## config.mk

```make
export PLATFORM = sky130hd
export DESIGN_NAME = byte_serial_adder_flat
export DESIGN_NICKNAME = d
export VERILOG_FILES = /design/src/rtl/byte_serial_adder_if.sv /design/src/rtl/bitadder_8.sv /design/src/rtl/byte_serial_adder.sv /design/src/flat_wrapper.sv
export SDC_FILE = /design/constraint.sdc
export NUM_CORES = 1
export LEC_CHECK = 0
export CAP_MARGIN = 10
export CORE_UTILIZATION = 48
export DETAILED_ROUTE_END_ITERATION = 7
export PLACE_DENSITY_LB_ADDON = 0.25
export SKIP_LAST_GASP = 1
export SYNTH_ARGS = -nofsm -noshare
export SYNTH_HDL_FRONTEND = slang
export SYNTH_SLANG_ARGS = --single-unit
export TNS_END_PERCENT = 10
```

## constraint.sdc

```tcl
create_clock -name clk -period 5 [get_ports clk]
set_input_delay 1.25 -clock clk [delete_from_list [all_inputs] [get_ports clk]]
set_output_delay 1.25 -clock clk [all_outputs]
set_load 0.05 [all_outputs]
```

## src/rtl/byte_serial_adder_if.sv

```systemverilog
// Byte-serial adder bus: control, byte handshake and result signals.
// BSA_OVERFLOW_EN adds the ovf result flag.
interface byte_serial_adder_if;
  logic       start;
  logic       cin;
  logic       in_valid;
  logic       in_ready;
  logic [0:7] a_byte;
  logic [0:7] b_byte;
  logic [0:7] sum_byte;
  logic       out_valid;
  logic       busy;
  logic       done;
  logic       cout;
`ifdef BSA_OVERFLOW_EN
  logic       ovf;
`endif

  modport master (
    output start, cin, in_valid, a_byte, b_byte,
    input  in_ready, sum_byte, out_valid, busy, done,
`ifdef BSA_OVERFLOW_EN
    input  ovf,
`endif
    input  cout
  );

  modport slave (
    input  start, cin, in_valid, a_byte, b_byte,
    output in_ready, sum_byte, out_valid, busy, done,
`ifdef BSA_OVERFLOW_EN
    output ovf,
`endif
    output cout
  );
endinterface

```

## src/rtl/bitadder_8.sv

```systemverilog
// 8-bit adder with carry in/out; bit 0 is the MSB, bit 7 the LSB.
module bitadder_8 (
  input  logic [0:7] a,
  input  logic [0:7] b,
  input  logic       cin,
  output logic [0:7] s,
  output logic       cout
);
  assign {cout, s} = {1'b0, a} + {1'b0, b} + {8'b0, cin};
endmodule

```

## src/rtl/byte_serial_adder.sv

```systemverilog
// Adds two NBYTES-wide operands one byte per transfer, LSB byte first, through bitadder_8.
// Define BSA_OVERFLOW_EN to add the ovf output (signed overflow of the final byte add).
module byte_serial_adder #(
  parameter int unsigned NBYTES = 4
) (
  input logic                 clk,
  input logic                 rst,
  byte_serial_adder_if.slave  bus
);
  localparam int unsigned CntW = (NBYTES > 1) ? $clog2(NBYTES) : 1;

  typedef enum logic [1:0] {StIdle, StRun, StDone} state_e;

  state_e          state_q;
  logic [CntW-1:0] count_q;
  logic            carry_q;
  logic [0:7]      sum_q;
  logic            out_valid_q;
  logic            done_q;
  logic            cout_q;
  logic [0:7]      add_s;
  logic            add_c;
  logic            xfer;
  logic            last;

  bitadder_8 u_add (
    .a    (bus.a_byte),
    .b    (bus.b_byte),
    .cin  (carry_q),
    .s    (add_s),
    .cout (add_c)
  );

  assign xfer = (state_q == StRun) && bus.in_valid;
  assign last = (count_q == CntW'(NBYTES - 1));

`ifdef BSA_OVERFLOW_EN
  logic ovf_q;
  assign bus.ovf = ovf_q;
`endif

  always_ff @(posedge clk) begin
    if (rst) begin
      state_q     <= StIdle;
      count_q     <= '0;
      carry_q     <= 1'b0;
      sum_q       <= '0;
      out_valid_q <= 1'b0;
      done_q      <= 1'b0;
      cout_q      <= 1'b0;
`ifdef BSA_OVERFLOW_EN
      ovf_q       <= 1'b0;
`endif
    end else begin
      out_valid_q <= 1'b0;
      done_q      <= 1'b0;
      unique case (state_q)
        StIdle: begin
          if (bus.start) begin
            carry_q <= bus.cin;
            count_q <= '0;
            cout_q  <= 1'b0;
`ifdef BSA_OVERFLOW_EN
            ovf_q   <= 1'b0;
`endif
            state_q <= StRun;
          end
        end
        StRun: begin
          if (xfer) begin
            sum_q       <= add_s;
            out_valid_q <= 1'b1;
            carry_q     <= add_c;
            count_q     <= count_q + 1'b1;
            if (last) begin
              // done is registered so it lines up with the final out_valid pulse
              cout_q  <= add_c;
              done_q  <= 1'b1;
`ifdef BSA_OVERFLOW_EN
              ovf_q   <= (bus.a_byte[0] == bus.b_byte[0]) && (add_s[0] != bus.a_byte[0]);
`endif
              state_q <= StDone;
            end
          end
        end
        StDone: state_q <= StIdle;
        default: state_q <= StIdle;
      endcase
    end
  end

  assign bus.in_ready  = (state_q == StRun);
  assign bus.busy      = (state_q == StRun) || (state_q == StDone);
  assign bus.sum_byte  = sum_q;
  assign bus.out_valid = out_valid_q;
  assign bus.done      = done_q;
  assign bus.cout      = cout_q;
endmodule

```

## src/flat_wrapper.sv

```systemverilog
// flat-port wrapper written by rule: the top's interface ports become plain ports
module byte_serial_adder_flat 
#(
  parameter int unsigned NBYTES = 4
)
  (clk, rst, bus_start, bus_cin, bus_in_valid, bus_a_byte, bus_b_byte, bus_in_ready, bus_sum_byte, bus_out_valid, bus_busy, bus_done, bus_cout);
  byte_serial_adder_if bus_i ();
  input logic clk;
  input logic rst;
  input wire logic [$bits(bus_i.start)-1:0] bus_start;
  input wire logic [$bits(bus_i.cin)-1:0] bus_cin;
  input wire logic [$bits(bus_i.in_valid)-1:0] bus_in_valid;
  input wire logic [$bits(bus_i.a_byte)-1:0] bus_a_byte;
  input wire logic [$bits(bus_i.b_byte)-1:0] bus_b_byte;
  output wire logic [$bits(bus_i.in_ready)-1:0] bus_in_ready;
  output wire logic [$bits(bus_i.sum_byte)-1:0] bus_sum_byte;
  output wire logic [$bits(bus_i.out_valid)-1:0] bus_out_valid;
  output wire logic [$bits(bus_i.busy)-1:0] bus_busy;
  output wire logic [$bits(bus_i.done)-1:0] bus_done;
  output wire logic [$bits(bus_i.cout)-1:0] bus_cout;
  assign bus_i.start = bus_start;
  assign bus_i.cin = bus_cin;
  assign bus_i.in_valid = bus_in_valid;
  assign bus_i.a_byte = bus_a_byte;
  assign bus_i.b_byte = bus_b_byte;
  assign bus_in_ready = bus_i.in_ready;
  assign bus_sum_byte = bus_i.sum_byte;
  assign bus_out_valid = bus_i.out_valid;
  assign bus_busy = bus_i.busy;
  assign bus_done = bus_i.done;
  assign bus_cout = bus_i.cout;
  byte_serial_adder #(.NBYTES(NBYTES)) u_core (.clk(clk), .rst(rst), .bus(bus_i));
endmodule
```

* Word-level counts from Yosys, hierarchy flattened
Index checks and enable logic that the tools add are counted.
** Storage, ports and cells
- Input port bits :: 21
- Register bits :: 16
- Output and inout port bits :: 13
** Operators by class
- Eq/ne operators :: 6
- Bitwise operators :: 2
- Add/subtract/negate cells :: 3
- Muxes and demuxes :: 16
- Reductions and logical operators :: 10
** Operators with widths (count)
- 2-bit 2-to-1 mux :: 5
- 8-bit by 8-bit adder with 9-bit output :: 1
- 9-bit by 1-bit adder with 9-bit output :: 1
- 2-bit one-hot mux with 2 select lines :: 2
- 1-bit 2-to-1 mux :: 7
- 3-bit AND reduction :: 2
- 2-bit equality test, second input constant :: 2
- 2-bit by 1-bit inequality test with 1-bit output, second input constant :: 2
- 1-bit one-hot mux with 2 select lines :: 2
- 4-bit AND reduction :: 1
- 3-bit OR reduction :: 1
- 2-bit by 1-bit adder with 2-bit output, second input constant :: 1
- 2-bit by 1-bit equality test with 1-bit output, second input constant :: 1
- 2-bit zero test :: 1
- 2-bit inequality test, second input constant :: 1
- 1-bit NOT :: 2
- 2-bit AND reduction :: 1
- 2-bit nonzero test :: 1
- 2-bit OR reduction :: 1
- 1-bit logical AND :: 1
- 1-bit logical OR :: 1

* Logic depth before layout (Yosys ltp)
- Word-level depth :: 5
- Mapped depth :: 8
- Depth with buffers taken out :: 8

* Modules after synthesis
Synthesis repeated with hierarchy kept, for this count alone.
** Second synthesis, totals
- Cell total of the unflattened synthesis :: 128
- Area total of the unflattened synthesis :: 1089.8 µm²
** By module, submodules not included
- byte_serial_adder :: instances 1, cells each 88, area an instance 758.2 µm²
- bitadder_8 :: instances 1, cells each 40, area an instance 331.6 µm²

* Worst setup path before layout
OpenSTA, ideal clock, no wires.
- Kind :: input-to-reg
- Start :: input bus_b_byte[0]
- End :: register u_core.cout_q, in the netlist u_core.bus.cout
- Setup slack :: 2.103 ns
- Library setup time :: 0.132 ns
- Arrival time :: 2.765 ns
- Buffers on the path :: 0
- Data required time :: 4.868 ns
- Stages on the path :: 8
- Path through :: fa_1 -> inv_1 -> fa_1 -> and2b_1 -> o31ai_2 -> a311oi_2 -> o211ai_1 -> a21oi_2
** On the way
- Longest elaborated chain between the ends :: 5
** Ends and longest elaborated chain
- start: declaration :: RTL line flat_wrapper.sv:14 : input wire logic [$bits(bus_i.b_byte)-1:0] bus_b_byte;
- 8-bit by 8-bit adder with 9-bit output :: RTL line bitadder_8.sv:9 : assign {cout, s} = {1'b0, a} + {1'b0, b} + {8'b0, cin};
- 9-bit by 1-bit adder with 9-bit output :: RTL line bitadder_8.sv:9
- 1-bit 2-to-1 mux :: RTL line byte_serial_adder.sv:75 : if (last) begin
- 1-bit 2-to-1 mux :: RTL line byte_serial_adder.sv:70 : if (xfer) begin
- 1-bit one-hot mux with 2 select lines :: RTL line byte_serial_adder.sv:57 : unique case (state_q)
- end signal: assignment :: RTL line byte_serial_adder.sv:50 : cout_q <= 1'b0;
- end signal: assignment :: RTL line byte_serial_adder.sv:62 : cout_q <= 1'b0;
- end signal: assignment :: RTL line byte_serial_adder.sv:77 : cout_q <= add_c;
- end: declaration :: RTL line byte_serial_adder.sv:20 : logic cout_q;
Every way passes these cells. The select of a mux whose other input is x is not followed.
A chain may end at the register's enable or synchronous reset.

* Worst setup path in the final report
- Start :: register u_core.state_q[1]
- End :: output bus_in_ready
** On the way
- Longest elaborated chain between the ends :: 1
** Ends and longest elaborated chain
- start: declaration :: RTL line byte_serial_adder.sv:14 : state_e state_q;
- start signal: assignment :: RTL line byte_serial_adder.sv:44 : state_q <= StIdle;
- start signal: assignment :: RTL line byte_serial_adder.sv:66 : state_q <= StRun;
- start signal: assignment :: RTL line byte_serial_adder.sv:82 : state_q <= StDone;
- 2-bit by 1-bit equality test with 1-bit output :: RTL line byte_serial_adder.sv:92 : assign bus.in_ready = (state_q == StRun);
- end: declaration :: RTL line flat_wrapper.sv:15 : output wire logic [$bits(bus_i.in_ready)-1:0] bus_in_ready;
Every way passes these cells.

==> results.md <==
* First-pass GRT wire length at 4010 µm
* Sequential Area at 320 µm²
* Synthesized instance count at 125
* Clock buffer depth at 2
* Startpoint Class: register
* Max Fclk at 311 MHz
* Number of global-route vias before repair at 964
* #FFs+latches synth at 16
* All-Layer GR Usage at 21.5%
* CP Class: register to primary output
* Multi-input logic area at 682 µm²
* Placed cell count at 181
* Syn_area_per_cell at 8.50 µm²
* Seq/Total Area, Yosys at 30.2%
* Setup slack after layout at 1.78 ns
* CP Max Fanout at 14
* Hold path depth at 2
* Share of flip-flops with an asynchronous set or reset at 0%
* Die Width at 49.0 µm
* Slew margin rel. at 58.4%
* Setup TNS at 0 ns
* Die area at 0.00241 mm²
* Post-cts sizing count at 0
* Skew final at 0.00158 ns
* RSZ-0062 raised after global routing: no
* Die Y at 49.0 µm
* Cell count of the worst reg-to-reg path at 8
* Initial antenna violation count at 0
* Fraction of layout cells with a size suffix above 1 at 6.96%
* CP Cell Sequence: inv_1 -> ha_1 -> clkdlybuf4s50_1
* RD Place Congestion at 0.866
* Clock latency on the worst-skew pair at 0.28 ns
* Finished Layout Cells at 185
* Maximum VDD drop at 0.203 mV
* Worst path arrival time at 1.97 ns
* Tmin final at 3.22 ns
* Post-synth cell types at 40
* Iter 0 DRT Violations at 14
* CTS Buf Count at 3
* Gr ovfl total at 0
* Vias per inst at 5.51
* Clk slew on worst S/H paths at 0.10 ns
* WP data required at 3.75 ns
* Max cap viols at 0
* CTS sink count at 16
* Site row count at 16
* Synth Flop Type: dfxtp_1
* Syn_nets at 158
* Drc violations at 0
* Nets at 192
* Reg2reg start: u_core.carry_q
* LEAKAGE at 0.609 nW
* Period utilisation layout at 64.3%
* WHS Endpoint: u_core.bus.sum_byte[7]
* Initial core utilization at 52.5%
* Buf/Inv on CP at 2
* Worst Hold Launch: u_core.bus.sum_byte[7]
* Flop2flop setup slack at 2.92 ns
* Synthesized area at 0.00106 mm²
* Area Overhead vs Synth at 35.9%
* Largest net degree at the start of global routing at 17
* Final Setup Violations at 0
* Pwr/cell area at 240 mW/mm²
* Crit path capture type: primary output
* HPWL after detailed placement at 1880 µm
* Post-synth EDFFs at 0
* WL/cell at 12.8 µm
* Initial DRT Pass Iterations at 4
* Slew @ Worst Pin at 0.622 ns
* Crit-path max cell delay at 0.88 ns
* Slew Viols, Final at 0
* Hold Violations, Final at 0
* Tot Pwr at 0.346 mW
* Post-CTS Repair Setup Buffers at 0
* Post-route ant nets at 0
* Core Region at 0.00202 mm²
* Worst path top cell family by delay: buffers and inverters
* YS warnings at 0
* Ant diodes at 0
* Fillers at 157
* Dpl ws at 1.50 ns
* CTS tree: yes
* Vias at 1,020
* Total wire length at 2360 µm
* Run status: finished, final reports clean
* # IOs at 34
* Tightest Hold Check Type: register to register
* Hold_buf cts at 0
* Worst reg2reg endpoint: u_core.bus.cout
* IO Port Bufs at 33
* Root Driver: clkbuf_4
* CP max-delay cell: clkdlybuf4s50_1
* H-tree depth at 1
## cells in the mapped netlist, drive strengths merged (4+ instances only)
cell type / instances / area (µm²)
nand3: 4 / 20.0
nand2: 7 / 26.3
nor2: 11 / 41.3
ha: 10 / 125
nor3: 4 / 20.0
and3: 4 / 25.0
inv: 11 / 41.3
o21ai: 8 / 40.0
dfxtp: 16 / 320
a21oi: 10 / 57.6
## sequential cells by signal, indices dropped and copies added (netlist names)
| name | flops |
|---|---|
| u_core.bus.sum_byte | 8 |
| u_core.count_q | 2 |
| u_core.state_q | 2 |
| u_core.bus.cout | 1 |
| u_core.bus.done | 1 |
| u_core.bus.out_valid | 1 |
| u_core.carry_q | 1 |
## layout by cell type (no fill, tap or decap), types with 2 or more instances in the layout
cell / Yosys / layout
clkdlybuf4s50_1: 0 / 33
dfxtp_1: 16 / 16
inv_1: 11 / 11
nor2_1: 11 / 11
ha_1: 10 / 10
a21oi_1: 8 / 8
nand2_1: 7 / 7
o21ai_0: 6 / 6
nor3_1: 4 / 4
nand3_1: 4 / 4
and3_1: 4 / 4
nor2b_1: 3 / 3
a21o_1: 3 / 3
clkbuf_4: 0 / 3
o21ai_1: 2 / 2
a21oi_2: 2 / 2
o211ai_1: 2 / 2
a31oi_1: 2 / 2
nand2b_1: 2 / 2
nor4b_1: 2 / 2
a211oi_1: 2 / 2
fa_1: 2 / 2
## cell families after synthesis
logic type | after synthesis | share of synthesized area, %
AND/OR/NAND/NOR | 42 | 21.0
AO/OA/AOI/OAI | 37 | 25.1
flip-flops | 16 | 30.2
buffers and inverters | 15 | 5.65
adder cells (fa/ha/maj) | 12 | 15.5
XOR/XNOR | 2 | 1.65
multiplexers | 1 | 0.942
## tightest hold or removal path: stages, from the launching register on
cell and delay (ns):
dfxtp_1 0.32, nand2_1 0.05, a21oi_1 0.05
## report_power, final
| group | total, mW | switching, mW | leakage [nW] | internal [mW] |
|---|---|---|---|---|
| Clock | 0.0858 | 0.0415 | 0.0210 | 0.0443 |
| Combinational | 0.122 | 0.0698 | 0.458 | 0.0523 |
| Sequential | 0.138 | 0.00383 | 0.130 | 0.134 |
## per-stage QoR
stage                     utilization, %  hold slack, ns  instance area [µm²]
after floorplan                        -           0.467                 1060
after global placement              69.6           0.443                 1410
after detailed placement            69.6           0.449                 1410
after CTS                           71.4           0.464                 1440
after global routing                71.4           0.482                 1440
final                               71.4           0.462                 1440
## worst max path at each step
stage                      startpoint              end  slack [ns]  cells past startpoint
global placement        bus_b_byte[0]  u_core.bus.cout        1.59                      9
global route        u_core.state_q[1]     bus_in_ready        1.66                      3
detailed placement      bus_b_byte[0]  u_core.bus.cout        1.50                      9
floorplan               bus_b_byte[0]  u_core.bus.cout        2.10                      8
finish              u_core.state_q[1]     bus_in_ready        1.78                      3
CTS                 u_core.state_q[1]     bus_in_ready        1.78                      3
## cell type report
type	count	share of cell area, %
multi-input cells	94	47.2
repair buffers	33	22.9
inverters	11	2.86
flip-flops and latches	16	22.2
well taps	27	2.34
clock buffers	4	2.51
## routing by layer
metal / vias to the layer above / GRT usage [%] / share of wire [%]
met1: 462 / 24.8 / 44
met2: 28 / 38.0 / 50
met4: 0 / 12.7 / 3.2
met3: 8 / 2.49 / 2.9
met5: - / 0 / 0
li1: 522 / - / -
Note: power is estimated with default switching activity, not from simulation.
